--- src/rtl/adder_pkg.sv ---
// adder_pkg: shared FSM state and result-flag types for multicycle_adder.
package adder_pkg;
    typedef enum logic [1:0] {IDLE, BUSY, DONE} state_t;
    typedef struct packed {
        logic c;
        logic v;
        logic z;
        logic n;
    } flags_t;
endpackage

--- src/rtl/slice_adder.sv ---
// slice_adder: combinational SLICE-bit adder exposing carry-out and the carry into its MSB.
module slice_adder #(
    parameter int SLICE = 8
) (
    input  logic [SLICE-1:0] a,
    input  logic [SLICE-1:0] b,
    input  logic             cin,
    output logic [SLICE-1:0] s,
    output logic             cout,
    output logic             cmsb
);
    assign {cout, s} = {1'b0, a} + {1'b0, b} + {{SLICE{1'b0}}, cin};
    // The MSB sum bit is a^b^carry_in, so the carry into it falls out by XOR.
    assign cmsb = s[SLICE-1] ^ a[SLICE-1] ^ b[SLICE-1];
endmodule

--- src/rtl/multicycle_adder.sv ---
// multicycle_adder: adds/subtracts WIDTH-bit operands SLICE bits per cycle, LSB slice first.
// Subtract support is enabled by defining MULTICYCLE_ADDER_SUB_EN.
module multicycle_adder
    import adder_pkg::*;
#(
    parameter int WIDTH = 32,
    parameter int SLICE = 8
) (
    input  logic             clk_i,
    input  logic             rst_i,
    input  logic             valid_i,
    output logic             ready_o,
    input  logic [WIDTH-1:0] bus_a_i,
    input  logic [WIDTH-1:0] bus_b_i,
    input  logic             carry_i,
    input  logic             op_sub_i,
    output logic             valid_o,
    input  logic             ready_i,
    output logic [WIDTH-1:0] bus_o,
    output logic             flag_c_o,
    output logic             flag_v_o,
    output logic             flag_z_o,
    output logic             flag_n_o
);
    localparam int NSLICE = WIDTH / SLICE;
    localparam int CW = NSLICE > 1 ? $clog2(NSLICE) : 1;

    state_t           state;
    logic [CW-1:0]    cnt;
    logic [WIDTH-1:0] a_q, b_q, sum_q, nxt_sum;
    logic             carry_q;
    flags_t           flags_q;
    logic [SLICE-1:0] s;
    logic             cout, cmsb, sub_en;

`ifdef MULTICYCLE_ADDER_SUB_EN
    assign sub_en = op_sub_i;
`else
    logic unused_sub;
    assign unused_sub = op_sub_i;
    assign sub_en = 1'b0;
`endif

    slice_adder #(.SLICE(SLICE)) u_slice (
        .a    (a_q[int'(cnt)*SLICE +: SLICE]),
        .b    (b_q[int'(cnt)*SLICE +: SLICE]),
        .cin  (carry_q),
        .s    (s),
        .cout (cout),
        .cmsb (cmsb)
    );

    always_comb begin
        nxt_sum = sum_q;
        nxt_sum[int'(cnt)*SLICE +: SLICE] = s;
    end

    always_ff @(posedge clk_i) begin
        if (rst_i) begin
            state   <= IDLE;
            cnt     <= '0;
            a_q     <= '0;
            b_q     <= '0;
            sum_q   <= '0;
            carry_q <= 1'b0;
            flags_q <= '0;
        end else begin
            case (state)
                IDLE: if (valid_i) begin
                    a_q     <= bus_a_i;
                    b_q     <= sub_en ? ~bus_b_i : bus_b_i;
                    carry_q <= sub_en | carry_i;
                    cnt     <= '0;
                    sum_q   <= '0;
                    state   <= BUSY;
                end
                BUSY: begin
                    sum_q   <= nxt_sum;
                    carry_q <= cout;
                    cnt     <= cnt + 1'b1;
                    if (cnt == CW'(NSLICE - 1)) begin
                        flags_q <= '{c: cout, v: cmsb ^ cout, z: nxt_sum == '0, n: nxt_sum[WIDTH-1]};
                        state   <= DONE;
                    end
                end
                DONE: if (ready_i) state <= IDLE;
                default: state <= IDLE;
            endcase
        end
    end

    assign ready_o = state == IDLE;
    assign valid_o = state == DONE;
    assign bus_o   = valid_o ? sum_q : '0;
    assign {flag_c_o, flag_v_o, flag_z_o, flag_n_o} = valid_o ? flags_q : 4'b0;
endmodule

--- config.mk ---
export PLATFORM = sky130hd
export DESIGN_NAME = multicycle_adder
export DESIGN_NICKNAME = d
export VERILOG_FILES = /design/src/rtl/adder_pkg.sv /design/src/rtl/slice_adder.sv /design/src/rtl/multicycle_adder.sv
export SDC_FILE = /design/constraint.sdc
export NUM_CORES = 1
export LEC_CHECK = 0
export CORE_MARGIN = 4
export CORE_UTILIZATION = 40
export CTS_CLUSTER_DIAMETER = 50
export DETAILED_ROUTE_END_ITERATION = 8
export MAX_ROUTING_LAYER = met4
export PLACE_DENSITY = 0.67
export SLEW_MARGIN = 20
export SYNTH_ARGS = -nofsm -noshare
export SYNTH_HDL_FRONTEND = slang
export SYNTH_SLANG_ARGS = --single-unit
--- constraint.sdc ---
create_clock -name clk_i -period 4 [get_ports clk_i]
set_clock_uncertainty 0.05 [all_clocks]
set_input_delay 1.2 -clock clk_i [delete_from_list [all_inputs] [get_ports clk_i]]
set_output_delay 1.2 -clock clk_i [all_outputs]
set_load 0.05 [all_outputs]
==> results of run 1 <==
[layout by cell type (no fill, tap or decap), drive strengths merged, types with 2 or more instances in the layout]
cell type      Yosys  routed
nor4               5       5
nand4              3       3
xnor2              6       6
clkdlybuf4s50      0      69
buf               10      47
dfxtp            105     105
nand3              9       9
clkinv             0       3
a22oi             27      27
ha                13      13
o21ai              6       6
o21bai             2       2
o21a               2       2
nor3               5       5
nor2b              6       6
a41o               3       3
and3               2       2
nand2            144     144
a21oi             89      89
and2              40      40
mux4              16      16
nand2b             3       3
o22ai              2       2
fa                 2       2
clkbuf            29      10
a21o               3       3
inv               12      15
nor2              42      42
[final timing paths]
check,start,end,slack [ns]
worst min register to register,a_q[5],a_q[5],0.40
worst max register to register,cnt[0],flags_q[1],0.62
worst min-delay path,a_q[5],a_q[5],0.40
worst max-delay path,cnt[0],flags_q[1],0.62
[flip-flops by register name (all words and copies together), names as in the netlist]
name and cells:
sum_q 32, cnt 2, b_q 32, flags_q 4, a_q 32, carry_q 1, state 2
[layout make-up]
class,count,area (µm²),area share
multi-input cells,445,2700,0.422
flip-flops and latches,105,2100,0.329
repair buffers,116,1040,0.163
clock buffers,10,239,0.0374
well taps,168,210,0.0329
clock inverters,6,58.8,0.00919
inverters,12,45.0,0.00704
[where the power goes]
part           total (mW)  leakage, nW  internal, mW  switching (mW)
clock               0.875        0.148         0.454           0.421
combinational       0.403         1.50         0.176           0.227
sequential           1.11        0.857          1.09          0.0244
total                2.39         2.51          1.72           0.672
[worst register-to-register path: cells and delay by family (launching register included)]
family,cells,cell delay [ns]
compound gates,4,1.13
fa+ha+maj,2,0.87
mux,1,0.55
flops,1,0.44
xor+xnor,1,0.30
[Yosys cell counts (4+ instances only)]
master	count
buf_2	9
and2_1	40
xnor2_1	6
nor4_1	4
nor3_1	5
nor2b_1	6
a22oi_1	27
nand2_1	144
clkbuf_1	29
o21ai_0	4
mux4_2	16
nand3_1	9
nor2_1	42
ha_1	13
a21oi_1	88
dfxtp_1	105
inv_1	12
[logic make-up after synthesis]
logic type / count (synthesis) / synth area share
AOI/OAI and AO/OA: 143 / 0.173
xor gates and xnor gates: 7 / 0.0150
adders and majority gates: 15 / 0.0405
buffers and inverters: 51 / 0.0405
DFF: 105 / 0.420
muxes: 16 / 0.0721
and+or+nand+nor: 264 / 0.239
[metrics by stage]
step           worst slack (ns)  hold WS [ns]   util  cell area [µm²]  total power [mW]
5_1_grt                   0.434         0.419  0.528             6400              2.49
2_1_floorplan             0.569         0.383      -             5000              1.39
3_5_place_dp              0.629         0.395  0.504             6100              1.54
3_3_place_gp              0.683         0.391  0.504             6100              1.53
4_1_cts                   0.590         0.405  0.528             6400              2.41
6_report                  0.624         0.403  0.528             6400              2.39
[routing by layer]
| layer | vias up | track usage |
|---|---|---|
| met5 | - | - |
| met2 | 165 | 0.304 |
| met1 | 2070 | 0.240 |
| met3 | 24 | 0.0320 |
| met4 | 0 | 0.0666 |
| li1 | 2245 | - |
==> metrics.txt, run 1 <==
dpl hpwl=9760 µm; Synth area leader=dfxtp_1; status=finished clean; Worst Max-Slew Pin Slew=0.785 ns; dpl cells=846; register area share after synthesis=0.420; Layout area overhead=28.0%; synthesis-stage register bit count=105; Max Fclk=296 MHz; # resized after CTS=0; max incr delay on CP=about 0.54 ns; critical path launch point type=flop; initial antenna violation count=0; chip width=120 µm; Highest Signal Layer=met4; Worst EP arrival=3.62 ns; Post-Route WL=between 10000 and 15000 µm; max_cap viols=0; die height=120 µm; number of antenna diodes=0; die area=roughly 14000 µm²; RSZ-0062 raised after global routing=false; via count=approximately 4500; WL met2=6190 µm; CP Depth=8; setup bufs post-CTS=0; Skew-Pair Late Insertion Delay=0.35 ns; Synth area leaders=dfxtp_1, nand2_1, a21oi_1; Pleak=2.51 nW; GRT Total Usage=0.188; final RePlAce weighted congestion=0.941; Hold Crit Class=flop to flop; Syn Nets=between 600 and 700; CP Data Required Time=about 4.3 ns; IO Count=108; Final Hold Viols=0; Routed WL per cell=15.2 µm; Worst path slowest cell=mux4_2; Final setup viols=0; largest net degree at the start of global routing=66; CP Capture Type=flop; Layout fillers=between 1000 and 1500; Post-synth EDFFs=0; clk buf depth=2; Avg Cell Area, Syn=8.32 µm²; Pwr Density=approximately 370 nW/µm²; CTS Hold Bufs=0; prevailing post-synth register cell=dfxtp_1; crit path cell chain=mux4_2, fa_1, fa_1, a21o_1, a41oi_1, xnor2_1, o41ai_1, a32o_1; Rel. slew slack=0.473; metal3 WL=894 µm; crit-path leading delay family=compound AO/OA/AOI/OAI gates; Setup CP Type=flop to flop; crit path max fanout=5; vias in the first global route=roughly 4500; CTS HTree Levels=3; Worst path most repeated cell=fa_1; drt via density=around 5.2; share of cells above drive strength 1=0.122; fin cells=862; Overflow after GRT=0; Final Max Tran Viols=0; row count=40; fin nets=a little under 800; Post-Synthesis Cell Area=5000 µm²; R2R depth=8; Post-Synthesis Cells=around 600; Peak VDD IR=0.216 mV; Core ar.=12100 µm²; Tmin final=3.38 ns; Yosys cell types=46; CTS tree=done; Hold Path Depth=2; Post-synth ARST share=0; Ys Warns=0; first-pass GRT wire length=approximately 22000 µm; Final Cycle Share=0.844; CTS buffer count=9; share of the synthesized area in the top cell type=0.420; root buffer cell=clkbuf_16; setup TNS=0 ns; # DRC=0; port buffer count=106; critical path buffer and inverter count=0; 1st-pass router iterations=5; clock-pin slew on the worst setup and hold paths=0.08 ns; antenna viol nets, final=0; DRT iter0 DRCs=334; TritonCTS Sinks=about 110; Starting Density=0.413; DRT met1 WL=5800 µm
Note: power is estimated with default switching activity, not from simulation.
==> run 2, diff against run 1 <==
- clock period: 4 -> 3.2 ns (I/O delays scaled with it)
==> run 2 against run 1 <==
Against the previous run: sequential power up 25%; setup slack got worse by 0.46 ns; routed wire length grew 4.0%; count of clock-buffer cells in the layout unchanged; total power grew 32%; first-iteration DRC count fell by 31%; highest routed layer unchanged.
==> metrics.txt, run 2 (same netlist as run 1, synthesis figures left out) <==
Final Max Tran Viols=0 (unchanged); chip width=120 µm (unchanged); DRT iter0 DRCs=231 (-31%); setup bufs post-CTS=0 (unchanged); Min Hold Slack=0.403 ns (+0.000718 ns); FF-to-FF Start=cnt[0]; # DRC=0 (unchanged); GRT Total Usage=0.193 (+0.00503); # resized after CTS=3 (+3); Skew-Pair Late Insertion Delay=0.34 ns (about the same); Post-Route WL=13600 µm (+4.0%); setup TNS=0 ns (unchanged); crit path max fanout=4 (-1); vias in the first global route=4492 (+0.42%); DP Worst Slack=0.0642 ns (-0.565 ns); initial antenna violation count=0 (unchanged); number of antenna diodes=0 (unchanged); antenna viol nets, final=0 (unchanged); Final setup viols=0 (unchanged); R2R depth=8 (unchanged); RSZ-0062 raised after global routing=false; final RePlAce weighted congestion=0.866 (-7.9%); CP Capture Type=flop; Tmin final=3.04 ns (-0.335 ns); Final Cycle Share=0.950 (+0.106); CTS buffer count=9 (unchanged); largest net degree at the start of global routing=65 (-1.5%); Hold Crit Class=flop to flop; die height=120 µm (unchanged); root buffer cell=clkbuf_16; Critical Path End=flags_q[1]; biggest regs=a_q: 32 flops, b_q: 32 flops, sum_q: 32 flops; Setup CP Type=flop to flop; fin area=6990 µm² (+9.3%); share of cells above drive strength 1=0.141 (+0.0185); first-pass GRT wire length=22000 µm (+2.4%); dpl hpwl=10200 µm (+4.5%); Worst EP arrival=3.27 ns (-0.35 ns); commonest non-fill, non-tap cell in the layout=nand2_1; CTS Hold Bufs=0 (unchanged); Routed WL per cell=15.7 µm (+3.0%); Core ar.=12100 µm² (unchanged); Max Fclk=329 MHz (+11%); worst r2r dst=flags_q[1]; CP Data Required Time=3.43 ns (-0.82 ns); clk buf depth=2 (unchanged); Pwr Density=451 nW/µm² (+20%); Worst Setup SP=cnt[0]; CTS tree=done; die area=14400 µm² (unchanged); Layout area overhead=39.9%; clock-pin slew on the worst setup and hold paths=0.07 ns (about the same); fin nets=782 (+1.0%); critical path launch point type=flop; Post-DP Area=6640 µm² (+8.9%); 1st-pass router iterations=5 (unchanged); via count=4535 (+0.69%); row count=40 (unchanged); most frequent cells in the layout=nand2_1, dfxtp_1, a21oi_1; TritonCTS Sinks=105 (unchanged); Final Hold Viols=0 (unchanged); flop2flop setup slack=0.16 ns (-0.46 ns); Overflow after GRT=0 (unchanged); status=finished clean; Worst Max-Slew Pin Slew=0.570 ns (-0.215 ns); IO Count=108 (unchanged); CTS HTree Levels=3 (unchanged); Rel. slew slack=0.617 (+0.144); port buffer count=106 (unchanged); drt via density=5.21 (-0.24%); Pleak=2.67 nW (+6.6%); Starting Density=0.413 (unchanged); Peak VDD IR=0.252 mV (+17%); max_cap viols=0 (unchanged); slack of the critical path=0.159 ns (-0.465 ns)
==> run 2: worst min path at each step <==
stage | from | end | cells after the start | slack (ns)
5_1_grt | b_q[16] | b_q[16] | 2 | 0.42
4_1_cts | b_q[31] | b_q[31] | 2 | 0.41
3_3_place_gp | a_q[19] | a_q[19] | 2 | 0.39
2_1_floorplan | a_q[16] | a_q[16] | 2 | 0.38
3_5_place_dp | a_q[17] | a_q[17] | 2 | 0.40
6_report | a_q[17] | a_q[17] | 2 | 0.40
==> run 2: per-layer routing <==
metal / vias up / wire length, µm / global-route usage
li1: 2253 / - / -
met1: 2100 / 6000 / 0.242
met2: 159 / 6600 / 0.314
met3: 23 / 607 / 0.0278
met4: 0 / 411 / 0.0830
met5: - / 0 / -
==> run 2: layout make-up <==
class / instances / area [µm²]
Tap cell: 168 / 210
Multi-Input combinational cell: 445 / 2730
Fill cell: 1082 / 5120
Timing Repair Buffer: 124 / 1580
Inverter: 12 / 45.0
Clock inverter: 6 / 97.6
Clock buffer: 10 / 229
Sequential cell: 105 / 2100
==> run 2: per-stage QoR <==
step,utilization,std cells,power (mW)
5_1_grt,0.577,870,3.27
6_report,0.577,870,3.15
2_1_floorplan,-,601,1.74
3_3_place_gp,0.549,854,1.96
3_5_place_dp,0.549,854,1.97
4_1_cts,0.577,870,3.17
==> run 2: power breakdown <==
part | leakage, nW | internal [mW] | switching, mW
Clock | 0.159 | 0.698 | 0.504
Combinational | 1.66 | 0.251 | 0.303
Sequential | 0.857 | 1.36 | 0.0314
==> run 2: worst max-delay path: stages (launching register included) <==
cell,delay (ns)
dfxtp_2,0.38
mux4_2,0.53
fa_1,0.45
fa_2,0.39
a21o_1,0.22
a41oi_2,0.26
xnor2_1,0.15
o41ai_2,0.40
a32o_1,0.17
==> run 3, diff against run 2 <==
- ABC_AREA: default -> 1
- CTS_BUF_LIST: default -> sky130_fd_sc_hd__clkbuf_4 sky130_fd_sc_hd__clkbuf_8 sky130_fd_sc_hd__clkbuf_16
- GPL_ROUTABILITY_DRIVEN: default -> 0
==> run 3 against run 2 <==
Against the previous run: setup slack better by 0.0052 ns; synthesized area is 8.7% higher; largest cell class unchanged; die area is 8.1% higher; sequential power is 4% higher; critical path depth is 8 higher.
==> metrics.txt, run 3 <==
DRT iter0 DRCs=444 (+92%); register area share after synthesis=0.387 (-0.0338); Hold Crit Class=flop to flop; vias in the first global route=5133 (+14%); Setup CP Type=flop to flop; Hold Path Sink=sum_q[5]; Overflow after GRT=0 (unchanged); status=finished clean; Post-synth ARST share=0 (unchanged); 1st-pass router iterations=5 (unchanged); Internal Power=2.42 mW (+4.8%); FF-to-FF Start=cnt[0]; Avg Cell Area, Syn=6.42 µm² (-23%); CTS buffer count=9 (unchanged); Final Max Tran Viols=0 (unchanged); Pwr Density=500 nW/µm² (+11%); prevailing post-synth register cell=dfxtp_1; clock-pin slew on the worst setup and hold paths=0.08 ns (about the same); root buffer cell=clkbuf_16; IO Count=108 (unchanged); Final setup viols=0 (unchanged); most common cell in the netlist=nor2_1; Skew-Pair Late Insertion Delay=0.35 ns (about the same); Ys Warns=0 (unchanged); chip width=125 µm (+4.0%); TritonCTS Sinks=105 (unchanged); Pleak=3.24 nW (+21%); CTS Hold Bufs=0 (unchanged); Layout area overhead=29.2%; flop2flop setup slack=0.16 ns (about the same); synthesis-stage register bit count=105 (unchanged); clock power share=0.351 (-0.030); Starting Density=0.409 (-0.00391); CP Capture Type=flop; fin nets=1018 (+30%); Worst EP arrival=3.26 ns (about the same); Core ar.=13300 µm² (+9.8%); CP Data Required Time=3.43 ns (about the same); Routed WL per cell=13.1 µm (-16%); port buffer count=106 (unchanged); crit path max fanout=29 (+25); via count=5413 (+19%); max_cap viols=0 (unchanged); number of antenna diodes=0 (unchanged); CTS HTree Levels=3 (unchanged); # resized after CTS=0 (-3); Synth area leaders=dfxtp_1, nor2_1, o21ai_0; Post-Synthesis Cells=847 (+41%); Post-synth EDFFs=0 (unchanged); clk buf depth=2 (unchanged); Psw=1.09 mW (+30%); initial antenna violation count=0 (unchanged); drt via density=4.86 (-6.8%); # DRC=0 (unchanged); RSZ-0062 raised after global routing=true; Rel. slew slack=0.637 (+0.0205); Hold Path Origin=sum_q[5]; setup TNS=0 ns (unchanged); Min Hold Slack=0.416 ns (+0.0124 ns); worst r2r dst=flags_q[1]; Post-DP Area=6630 µm² (-0.24%); Sw Share=0.309 (+0.0432); critical path launch point type=flop; Peak VDD IR=0.300 mV (+19%); Comb pwr share=0.240 (+0.064); Yosys cell types=32 (-30%); top cells by count, synth=nor2_1, nand2_1, o21ai_0, dfxtp_1, inv_1; dpl hpwl=10700 µm (+5.0%); share of cells above drive strength 1=0.0682 (-0.0728); Seq pwr share=0.409 (-0.034); largest net degree at the start of global routing=66 (+1.5%); R2R depth=16 (+8); antenna viol nets, final=0 (unchanged); Worst Max-Slew Pin Slew=0.543 ns (-0.0268 ns); Post-Route WL=14600 µm (+7.5%); Final Cycle Share=0.949 (-0.00161); Hold Path Depth=2 (unchanged); Layout fillers=1369 (+27%); Synth area leader=dfxtp_1; Tmin final=3.04 ns (-0.00515 ns); GRT Total Usage=0.192 (-0.00125); biggest regs=a_q: 32 flops, b_q: 32 flops, sum_q: 32 flops; final core occ=0.528 (-0.0492); multi-input logic area=2830 µm² (+3.7%); Post-Synthesis Cell Area=5440 µm² (+8.7%); die height=125 µm (+4.0%); slack of the critical path=0.164 ns (+0.00515 ns); most frequent cells in the layout=nor2_1, nand2_1, o21ai_0; share of the synthesized area in the top cell type=0.387 (-0.0338); first-pass GRT wire length=24200 µm (+10%); Max Fclk=329 MHz (+0.17%); DP Worst Slack=0.0353 ns (-0.0288 ns); register area=2100 µm² (unchanged); CTS tree=done; Final Hold Viols=0 (unchanged); die area=15500 µm² (+8.1%); row count=42 (+5.0%); setup bufs post-CTS=0 (unchanged); Syn Nets=932 (+36%); commonest non-fill, non-tap cell in the layout=nor2_1; fin area=7020 µm² (+0.41%)
[run 3: changes by cell type after synthesis, sizes merged, moves of 18 or more]
cell   change
and2      -40
inv       +71
a22oi     -26
o21ai    +105
a21oi     -49
nand3     +18
nor2     +199
[run 3: cell families after synthesis]
| group | Yosys count | share of synthesized area |
|---|---|---|
| compound gates | 177 | 0.175 |
| xor+xnor | 2 | 0.00322 |
| fa+ha+maj | 15 | 0.0373 |
| buf+inv | 129 | 0.0941 |
| flops | 105 | 0.387 |
| simple gates | 419 | 0.303 |
[run 3: worst max-delay path: stages, from the launching register on]
cell and delay (ns):
dfxtp_2 0.36, buf_12 0.17, o21ai_0 0.17, o22ai_1 0.14, fa_2 0.41, fa_1 0.40
nand2_1 0.11, nand2_1 0.10, nand3_2 0.08, nand3_1 0.13, nand3_1 0.11, o21ai_0 0.11
nor2_1 0.19, nand3_1 0.11, nor2_1 0.11, nand2_1 0.09, a21oi_1 0.13
[run 3: cell type report]
cell class              count  share of cell area
multi-input cells         613               0.403
flip-flops and latches    105               0.300
repair buffers            121               0.174
inverters                  83              0.0454
clock buffers              10              0.0340
well taps                 176              0.0314
clock inverters             6              0.0134
[run 3: metal layers]
metal,vias to the layer above,share of wire,track usage
met5,-,0,-
met1,2393,0.47,0.241
met3,22,0.050,0.0360
li1,2862,-,-
met2,136,0.46,0.312
met4,0,0.023,0.0638
[run 3: metrics by stage]
step | power, mW | cells
after global routing | 3.71 | 1114
after global placement | 2.30 | 1098
after detailed placement | 2.30 | 1098
after CTS | 3.52 | 1114
final | 3.51 | 1114
after floorplan | 2.02 | 847
[run 3: worst max path at each step]
stage / start / endpoint / depth (start not counted)
floorplan: state[1] / bus_o[10] / 5
global placement: cnt[0] / flags_q[1] / 19
detailed placement: cnt[0] / flags_q[1] / 19
CTS: cnt[0] / flags_q[1] / 19
global route: cnt[0] / flags_q[1] / 18
finish: cnt[0] / flags_q[1] / 16
[run 3: power groups by stage]
stage          Sequential (mW)  Combinational (mW)  Clock [mW]
4_1_cts                   1.44               0.842        1.25
2_1_floorplan             1.45               0.571           0
6_report                  1.44               0.843        1.23
3_3_place_gp              1.46               0.832           0
5_1_grt                   1.44               0.957        1.31
3_5_place_dp              1.47               0.838           0
